### src/rtl/ysyx_2022040010_if_fetch_pkg.sv
// Shared defaults and helpers for the instruction-fetch slice.
package ysyx_2022040010_if_fetch_pkg;

    localparam int          PC_W_DEF     = 64;
    localparam int          INST_W_DEF   = 32;
    localparam logic [63:0] PC_START_DEF = 64'h8000_0000;

    // Width of the IF-to-ID bundle: {pc, inst}
    function automatic int if_id_w(input int pc_w, input int inst_w);
        return pc_w + inst_w;
    endfunction

    // Counters must hold the value n itself, hence the extra bit
    function automatic int cnt_w(input int n);
        return $clog2(n) + 1;
    endfunction

    typedef enum logic [1:0] {
        RSP_NONE,
        RSP_KEEP,
        RSP_DROP,
        RSP_ERR
    } rsp_kind_e;

endpackage

### src/rtl/ysyx_2022040010_sync_fifo.sv
// Small synchronous FIFO with flush; empty head reads as zero.
module ysyx_2022040010_sync_fifo
    import ysyx_2022040010_if_fetch_pkg::*;
#(
    parameter int W     = 32,
    parameter int DEPTH = 4
) (
    input  logic                     clk,
    input  logic                     rst,
    input  logic                     push,
    input  logic                     pop,
    input  logic                     flush,
    input  logic [W-1:0]             wdata,
    output logic [W-1:0]             rdata,
    output logic                     full,
    output logic                     empty,
    output logic [$clog2(DEPTH):0]   count
);

    localparam int AW = $clog2(DEPTH);
    localparam int CW = cnt_w(DEPTH);

    logic [W-1:0]  mem [DEPTH];
    logic [AW-1:0] rptr;
    logic [AW-1:0] wptr;
    logic          do_push;
    logic          do_pop;

    assign empty   = (count == '0);
    assign full    = (count == CW'(DEPTH));
    assign do_pop  = pop & ~empty;
    // Push into a full FIFO is fine when the head leaves the same cycle
    assign do_push = push & (~full | do_pop);
    assign rdata   = empty ? '0 : mem[rptr];

    always_ff @(posedge clk or negedge rst) begin
        if (!rst) begin
            rptr  <= '0;
            wptr  <= '0;
            count <= '0;
        end else if (flush) begin
            rptr  <= '0;
            wptr  <= '0;
            count <= '0;
        end else begin
            if (do_push) wptr <= wptr + AW'(1);
            if (do_pop)  rptr <= rptr + AW'(1);
            count <= count + CW'(do_push) - CW'(do_pop);
        end
    end

    always_ff @(posedge clk) begin
        if (do_push && !flush) mem[wptr] <= wdata;
    end

    always @(posedge clk) begin
        if (rst) begin
            assert (!(pop && empty && !flush));
            assert (!(push && full && !pop && !flush));
        end
    end

endmodule

### src/rtl/ysyx_2022040010_if_fetch.sv
// IF stage: PC generator, icache handshake with credit-based flow
// control, and an in-order fetch buffer feeding ID.
module ysyx_2022040010_if_fetch
    import ysyx_2022040010_if_fetch_pkg::*;
#(
    parameter int          PC_W     = PC_W_DEF,
    parameter int          INST_W   = INST_W_DEF,
    parameter int          DEPTH    = 4,
    parameter int          MAX_OUT  = 2,
    parameter logic [63:0] PC_START = PC_START_DEF
) (
    input  logic              clk,
    input  logic              rst,
    input  logic              hold,
    input  logic              br_e,
    input  logic [PC_W-1:0]   br_addr,
    output logic              req_valid,
    input  logic              req_ready,
    output logic [PC_W-1:0]   req_addr,
    input  logic              resp_valid,
    input  logic [INST_W-1:0] resp_inst,
    output logic              id_valid,
    input  logic              id_ready,
    output logic [PC_W-1:0]   id_pc,
    output logic [INST_W-1:0] id_inst
);

    localparam int CW    = cnt_w(MAX_OUT);
    localparam int BW    = cnt_w(DEPTH);
    localparam int SW    = ((CW > BW) ? CW : BW) + 1;
    localparam int BUF_W = if_id_w(PC_W, INST_W);
    localparam logic [PC_W-1:0] PC_RST = PC_START[PC_W-1:0];

    logic [PC_W-1:0]  pc_r;
    logic [CW-1:0]    out_cnt;
    logic [CW-1:0]    drop_cnt;
    logic [BW-1:0]    buf_cnt;
    logic [SW-1:0]    credit;
    rsp_kind_e        rsp_kind;
    logic             fire;
    logic             rsp_take;
    logic             has_out;

    logic [PC_W-1:0]  pend_head;
    logic             pend_full;
    logic             pend_empty;
    logic [CW-1:0]    pend_cnt;

    logic [BUF_W-1:0] buf_wdata;
    logic [BUF_W-1:0] buf_rdata;
    logic             buf_push;
    logic             buf_pop;
    logic             buf_full;
    logic             buf_empty;

    // Outstanding requests already own a buffer slot
    assign credit    = SW'(out_cnt) + SW'(buf_cnt);
    assign req_valid = rst & ~hold & ~br_e
                     & (out_cnt < CW'(MAX_OUT))
                     & (credit < SW'(DEPTH));
    assign req_addr  = pc_r;
    assign fire      = req_valid & req_ready;
    assign has_out   = (out_cnt != '0);

    always_comb begin
        rsp_kind = RSP_NONE;
        unique case (1'b1)
            !resp_valid:
                rsp_kind = RSP_NONE;
            resp_valid && !has_out:
                rsp_kind = RSP_ERR;
            resp_valid && has_out && (br_e || drop_cnt != '0):
                rsp_kind = RSP_DROP;
            resp_valid && has_out && !br_e && drop_cnt == '0:
                rsp_kind = RSP_KEEP;
        endcase
    end

    assign rsp_take  = (rsp_kind == RSP_KEEP) | (rsp_kind == RSP_DROP);
    assign buf_push  = (rsp_kind == RSP_KEEP);
    assign buf_pop   = id_valid & id_ready & ~br_e;
    assign buf_wdata = {pend_head, resp_inst};

    assign id_valid  = ~buf_empty;
    assign id_pc     = buf_rdata[BUF_W-1:INST_W];
    assign id_inst   = buf_rdata[INST_W-1:0];

    always_ff @(posedge clk or negedge rst) begin
        if (!rst) begin
            pc_r     <= PC_RST;
            out_cnt  <= '0;
            drop_cnt <= '0;
        end else begin
            out_cnt <= out_cnt + CW'(fire) - CW'(rsp_take);
            if (br_e) begin
                pc_r     <= br_addr & ~PC_W'(3);
                drop_cnt <= out_cnt - CW'(rsp_take);
            end else begin
                if (fire) pc_r <= pc_r + PC_W'(4);
                if (rsp_kind == RSP_DROP)
                    drop_cnt <= drop_cnt - CW'(1);
            end
        end
    end

    // Killed responses are not popped here: the flush already removed
    // their PCs, and the queue may by now hold new-stream PCs.
    ysyx_2022040010_sync_fifo #(
        .W     (PC_W),
        .DEPTH (MAX_OUT)
    ) u_pend (
        .clk   (clk),
        .rst   (rst),
        .push  (fire),
        .pop   (buf_push),
        .flush (br_e),
        .wdata (pc_r),
        .rdata (pend_head),
        .full  (pend_full),
        .empty (pend_empty),
        .count (pend_cnt)
    );

    ysyx_2022040010_sync_fifo #(
        .W     (BUF_W),
        .DEPTH (DEPTH)
    ) u_buf (
        .clk   (clk),
        .rst   (rst),
        .push  (buf_push),
        .pop   (buf_pop),
        .flush (br_e),
        .wdata (buf_wdata),
        .rdata (buf_rdata),
        .full  (buf_full),
        .empty (buf_empty),
        .count (buf_cnt)
    );

    always @(posedge clk) begin
        if (rst) begin
            assert (rsp_kind != RSP_ERR);
            assert (!(buf_push && pend_empty));
            assert (!(fire && pend_full && !br_e));
            assert (pend_cnt <= out_cnt);
            assert (!(buf_push && buf_full && !buf_pop));
            assert (!(rsp_take && !has_out));
            assert (!(rsp_kind == RSP_DROP && !br_e
                      && drop_cnt == '0));
        end
    end

endmodule
### config.mk
export PLATFORM = sky130hd
export DESIGN_NAME = ysyx_2022040010_if_fetch
export DESIGN_NICKNAME = d
export VERILOG_FILES = /design/src/rtl/ysyx_2022040010_if_fetch_pkg.sv /design/src/rtl/ysyx_2022040010_sync_fifo.sv /design/src/rtl/ysyx_2022040010_if_fetch.sv
export SDC_FILE = /design/constraint.sdc
export NUM_CORES = 1
export LEC_CHECK = 0
export BUFFER_PORTS_ARGS = -buffer_cell sky130_fd_sc_hd__buf_2
export CAP_MARGIN = 20
export CORE_MARGIN = 1
export CORE_UTILIZATION = 29
export CTS_CLUSTER_DIAMETER = 120
export DETAILED_ROUTE_END_ITERATION = 7
export PLACE_DENSITY = 0.53
export SETUP_SLACK_MARGIN = 0.5
export SYNTH_ARGS = -nofsm -noshare
export SYNTH_HDL_FRONTEND = slang
export SYNTH_SLANG_ARGS = --single-unit
export TNS_END_PERCENT = 100
### constraint.sdc
create_clock -name clk -period 5.3 [get_ports clk]
set_input_delay 1.06 -clock clk [delete_from_list [all_inputs] [get_ports clk]]
set_output_delay 1.06 -clock clk [all_outputs]
set_load 0.01 [all_outputs]
==> results of run 1 <==
state kept, by name, indices dropped and copies added, names as in the netlist:
signal        count
u_buf.mem       380
u_pend.mem      124
req_addr         62
u_buf.count       3
drop_cnt          2
out_cnt           2
u_buf.rptr        2
u_buf.wptr        2
u_pend.count      2
u_pend.rptr       1
u_pend.wptr       1
power groups by stage:
stage	clock [mW]	sequential (mW)	combinational (mW)
finish	4.50	5.43	2.58
global route	4.80	5.46	2.85
CTS	4.62	5.44	2.69
detailed placement	0	5.53	2.68
global placement	0	5.52	2.67
floorplan	0	5.41	1.62
worst max path at each step:
stage / startpoint / to / slack, ns / cells after the start
finish: u_buf.rptr[1] / id_pc[8] / 1.48 / 4
global route: u_buf.count[1] / id_pc[23] / 1.29 / 4
CTS: u_buf.count[1] / id_pc[23] / 1.32 / 4
detailed placement: br_e / u_buf.mem[2][2] / 1.07 / 9
global placement: br_e / u_buf.mem[2][20] / 1.08 / 9
floorplan: br_e / u_pend.mem[0][10] / -0.11 / 10
placed cells by master (no fill, tap or decap), types with 6 or more instances in the layout:
cell	netlist	routed
edfxtp_1	504	504
buf_2	15	259
and2_1	108	104
mux4_2	95	95
nor2_1	98	94
nand2_1	74	74
dfrtp_1	76	73
mux2i_1	71	71
clkbuf_16	0	67
nand3_1	53	53
nand4_1	31	31
o21ai_0	30	30
o211ai_1	24	24
buf_4	4	24
inv_1	22	22
and3_1	15	15
or4_1	15	15
ha_1	15	15
clkbuf_1	56	15
nor3_1	14	14
a21oi_1	13	13
a31oi_1	11	11
clkinv_1	1	10
xnor2_1	10	10
xor2_1	10	10
clkinv_2	0	10
nor4_1	9	9
o311ai_0	9	9
a22oi_1	8	8
a221o_1	8	8
clkbuf_8	0	8
or3_1	8	7
conb_1	1	6
buf_12	0	6
final cells by class:
class | instances | share of cell area
Clock inverter | 32 | 0.0103
Sequential cell | 581 | 0.594
Timing Repair Buffer | 289 | 0.0555
Multi-Input combinational cell | 775 | 0.226
Tap cell | 1070 | 0.0466
Clock buffer | 90 | 0.0641
Inverter | 24 | 0.00313
critical path: stages, from the launching register on:
cell and delay (ns):
dfrtp_4 0.90, buf_12 0.40, mux4_2 0.42, and2_1 0.18
buf_2 0.14
through the flow:
stage                     utilization  worst slack (ns)  TNS, ns  cell area, um^2  cells
after floorplan                     -            -0.109   -13.13            24000   1460
after global placement          0.325              1.08        0            26600   2739
after detailed placement        0.325              1.07        0            26600   2739
after CTS                       0.351              1.32        0            28700   2861
after global routing            0.351              1.29        0            28700   2861
final                           0.351              1.48        0            28700   2861
metal layers:
metal	vias to the layer above	part of all wire	routed length, um	global-route usage
met1	7066	0.43	27900	0.205
met4	6	0.023	1470	0.0491
met2	464	0.47	30500	0.246
met5	-	0.00048	31	0
li1	6251	-	-	-
met3	93	0.075	4860	0.0382
cell families (layout without fill, tap and decap cells):
logic type | count (synthesis) | in the layout | synth area share
flops | 581 | 581 | 0.713
other cells | 1 | 6 | 0.000157
mux | 168 | 168 | 0.120
simple gates | 447 | 447 | 0.0993
fa+ha+maj | 16 | 16 | 0.00867
xor+xnor | 20 | 20 | 0.00732
compound gates | 118 | 118 | 0.0339
buf+inv | 104 | 435 | 0.0180
==> impl_metrics.tcl, run 1 <==
set metrics [dict create \
    worstPathRequired_ns 4.24 \
    seqPwrFrac 0.434 \
    slew_headroom 0.376 \
    internal-power_mw 8.96 \
    rsz0062_at_grt "no" \
    hold_path_end "u_pend.mem[1][22]" \
    synth-async-reset-ratio 0.133 \
    min_delay_path_depth 0 \
    hold_buffers 0 \
    clk_latency_ns 0.61 \
    finalCritPeriodShare 0.720 \
    cp_data_arrival_time_ns 2.76 \
    yosys-top-cells-area "edfxtp_1, mux4_2, dfrtp_1" \
    synth_area_mm2 0.0239 \
    coreArea_mm2 0.0818 \
    grtUsageTotal 0.154 \
    drcViolationCount 0 \
    clk_pin_slew_ns 0.06 \
    p_comb_frac 0.206 \
    r2r_start "u_buf.count[1]" \
    netlist_instances 1455 \
    ys_seq_elements 581 \
    syn_avg_cell_area_um2 16.5 \
    htreeDepth 3 \
    final-seq-area_mm2 0.0171 \
    detailed_place_hpwl_um 40800 \
    ant_nets 0 \
    worstMarginPinSlew_ns 0.929 \
    via_count 13900 \
    crit_fanout 60 \
    diodes 0 \
    die_w_um 289 \
    cts_setup_buffers 0 \
    dieArea_mm2 0.0837 \
    min-delay-start "req_addr[22]" \
    clock_skew_ns 0.0293 \
    hold_ws_ns 0.558 \
    start_util 0.293 \
    filler_cell_count 7762 \
    cts_buffer_depth 3 \
    critPathLaunchType "flop" \
    antenna_found_initial 3 \
    r2r_setup_slack_ns 1.68 \
    multiInputGateArea_mm2 0.00651 \
    die_height_um 289 \
    via_per_inst 4.85 \
    first_pass_iters 5 \
    yosysSeqAreaShare 0.713 \
    ff2ff_path_depth 7 \
    synth_top_area_cell "edfxtp_1" \
    synth_common_cells "edfxtp_1, and2_1, nor2_1, mux4_2, dfrtp_1" \
    grt_pass1_vias 14200 \
    fmax_ghz 0.262 \
    hold_viol_final 0 \
    p_total_mw 12.5 \
    syn_to_final_growth_pct 20.1 \
    p_clk_frac 0.359 \
    end_kind "output pin" \
    drtIter0Drc 967 \
    p_leak_nw 10.0 \
    max-cap-violations 0 \
    cts_tree "done" \
    place_congestion 0.748 \
    swShare 0.284 \
    io_buffers 260 \
    nNetsFinal 1856 \
    ys.flop_type "edfxtp_1" \
    grt_pass1_wl_um 94000 \
    powerDensity_mw_per_mm2 435 \
    layout-drive-gt1-share 0.285 \
    yosys_warnings 0 \
    reg2reg_to "req_addr[4]" \
    grt_max_degree 66 \
    vdd_drop_max_mv 0.302 \
    cts_made_buffers 66 \
    min_path_type "flop to flop" \
    synth_most_common_cell "edfxtp_1" \
    yosys.area.top_type_share 0.632 \
    boundaryPins 265 \
    status "finished, final reports clean" \
    synth_edf_count 504 \
    switchingPower_mw 3.55 \
    setup_violations 0 \
    cts.sinks 581 \
    root_buffer "clkbuf_16" \
    grt_overflow 0 \
    rows 105 \
    slew_viol_final 0 \
    cts_resized 0 \
    drt_wl_total_um 64700 \
    crit_type "flop to output pin" \
    fin_crit_ns 3.82 \
    wl_per_cell_um 22.6 \
    ys_types 61 \
]
(Power assumes the default switching activity.)
==> run 2: changes to the inputs <==
Settings changed: PLACE_DENSITY 0.53 to 0.55.
Clock period 5.3 ns to 3.25 ns, I/O delays scaled along.
==> run 2 against run 1 <==
Effect of this change:
- clock skew hardly changed
- power is 70% higher
- flip-flop and latch count stayed put
- global-route usage is 0.18 points lower
- critical path depth is 2 higher
- via count is 2.3% higher
- combinational power is 110% higher
- setup slack worse by 1.2 ns
- non-clock buffer count is 43 higher
- critical endpoint is now id_pc[5]
- sequential power is 61% higher
- hold slack worse by 0.54 ns
==> impl_metrics.tcl, run 2 (synthesized netlist as in run 1, its figures left out) <==
set metrics [dict create \
    antenna_found_initial 6 \
    io_buffers 260 \
    worstPathRequired_ns 2.60 \
    p_clk_frac 0.335 \
    detailed_place_hpwl_um 41000 \
    hold_viol_final 0 \
    die_w_um 289 \
    slew_viol_final 0 \
    cts_tree "done" \
    cts.sinks 581 \
    final_common_cell "edfxtp_1" \
    clk_latency_ns 0.62 \
    hold_buffers 0 \
    fmax_ghz 0.332 \
    ant_nets 0 \
    boundaryPins 265 \
    final-seq-area_mm2 0.0171 \
    drt_wl_total_um 66700 \
    grtUsageTotal 0.152 \
    cp_data_arrival_time_ns 2.36 \
    internal-power_mw 15.3 \
    diodes 0 \
    coreArea_mm2 0.0818 \
    grt_pass1_wl_um 94100 \
    p_comb_frac 0.254 \
    swShare 0.280 \
    max-cap-violations 0 \
    layout_common_cells "edfxtp_1, buf_2, mux4_2" \
    start_util 0.293 \
    min_path_type "primary input to asynchronous set/reset pin" \
    clk_pin_slew_ns 0.06 \
    dieArea_mm2 0.0837 \
    drcViolationCount 0 \
    via_count 14200 \
    setup_tns_ns 0 \
    end_kind "output pin" \
    status "finished, final reports clean" \
    drtIter0Drc 1085 \
    multiInputGateArea_mm2 0.00660 \
    rsz0062_at_grt "yes" \
    vdd_drop_max_mv 0.547 \
    finalCritPeriodShare 0.925 \
    grt_overflow 0 \
    critPathLaunchType "flop" \
    place_congestion 0.772 \
    worstMarginPinSlew_ns 0.926 \
    filler_cell_count 7731 \
    clock_skew_ns 0.0294 \
    fin_crit_ns 3.01 \
    cts_made_buffers 61 \
    switchingPower_mw 5.94 \
    top_register "u_buf.mem" \
    grt_pass1_vias 14000 \
    cts_buffer_depth 3 \
    die_height_um 289 \
    largest_reg_flops 380 \
    seqPwrFrac 0.412 \
    p_leak_nw 10.4 \
    slew_headroom 0.381 \
    via_per_inst 4.91 \
    grt_max_degree 67 \
    layout-drive-gt1-share 0.319 \
    crit_fanout 7 \
    first_pass_iters 5 \
    htreeDepth 2 \
    rows 105 \
    wl_per_cell_um 23.1 \
    root_buffer "clkbuf_16" \
    powerDensity_mw_per_mm2 715 \
    crit_type "flop to output pin" \
    p_total_mw 21.3 \
    syn_to_final_growth_pct 24.1 \
    setup_violations 0 \
    nNetsFinal 1894 \
]
-- run 2: per-stage QoR --
stage	instance area, um^2	utilization	instances	hold WS [ns]	setup WS, ns
after global placement	27000	0.329	2762	0.565	0.391
final	29700	0.363	2895	0.0208	0.242
after global routing	29700	0.363	2895	0.0273	0.154
after floorplan	24100	-	1460	0.354	0.294
after detailed placement	27000	0.329	2763	0.568	0.331
after CTS	29200	0.357	2882	0.0108	0.181
-- run 2: repair_timing --
action,in CTS,in global routing
pin swaps,0,1
buffers inserted,2,4
endpoints found under the setup margin,99,268
gates resized for setup,14,64
cloned,4,9
-- run 2: power groups by stage --
stage,Clock (mW),Sequential (mW),Combinational (mW)
floorplan,0,8.81,2.66
global placement,0,8.89,4.47
detailed placement,0,8.91,4.49
CTS,7.29,8.74,4.84
global route,7.56,8.79,5.88
finish,7.12,8.75,5.39
-- run 2: critical path, stage by stage (launching register included) --
cell and delay (ns):
dfrtp_4 0.46, buf_12 0.20, buf_12 0.13, buf_16 0.14, mux4_2 0.50, and2_1 0.17
buf_2 0.13
-- run 2: final cells by class --
| class | count | area share |
|---|---|---|
| clock buffer | 74 | 0.0537 |
| multi-input combinational | 775 | 0.222 |
| sequential | 581 | 0.574 |
| tap | 1070 | 0.0450 |
| timing repair buffer | 332 | 0.0862 |
| clock inverter | 39 | 0.0150 |
| inverter | 24 | 0.00354 |
-- run 2: path summary, 6_finish.rpt --
kind                          startpoint          endpoint  slack [ns]  cells past startpoint
setup / recovery           u_buf.rptr[0]          id_pc[5]        0.24                      6
hold / removal                       rst      req_addr[51]        0.02                      2
setup reg to reg             drop_cnt[0]  u_buf.mem[2][60]        0.64                      9
hold reg to reg               out_cnt[0]        out_cnt[0]        0.57                      1
max in group asynchronous            rst       u_pend.rptr        1.97                      3
min in group clk             br_addr[61]      req_addr[61]        0.23                      3
-- run 2: routing by layer --
layer,track usage,share of wire
met2,0.241,0.47
met1,0.210,0.44
met3,0.0344,0.064
met5,0,0.00094
met4,0.0395,0.022
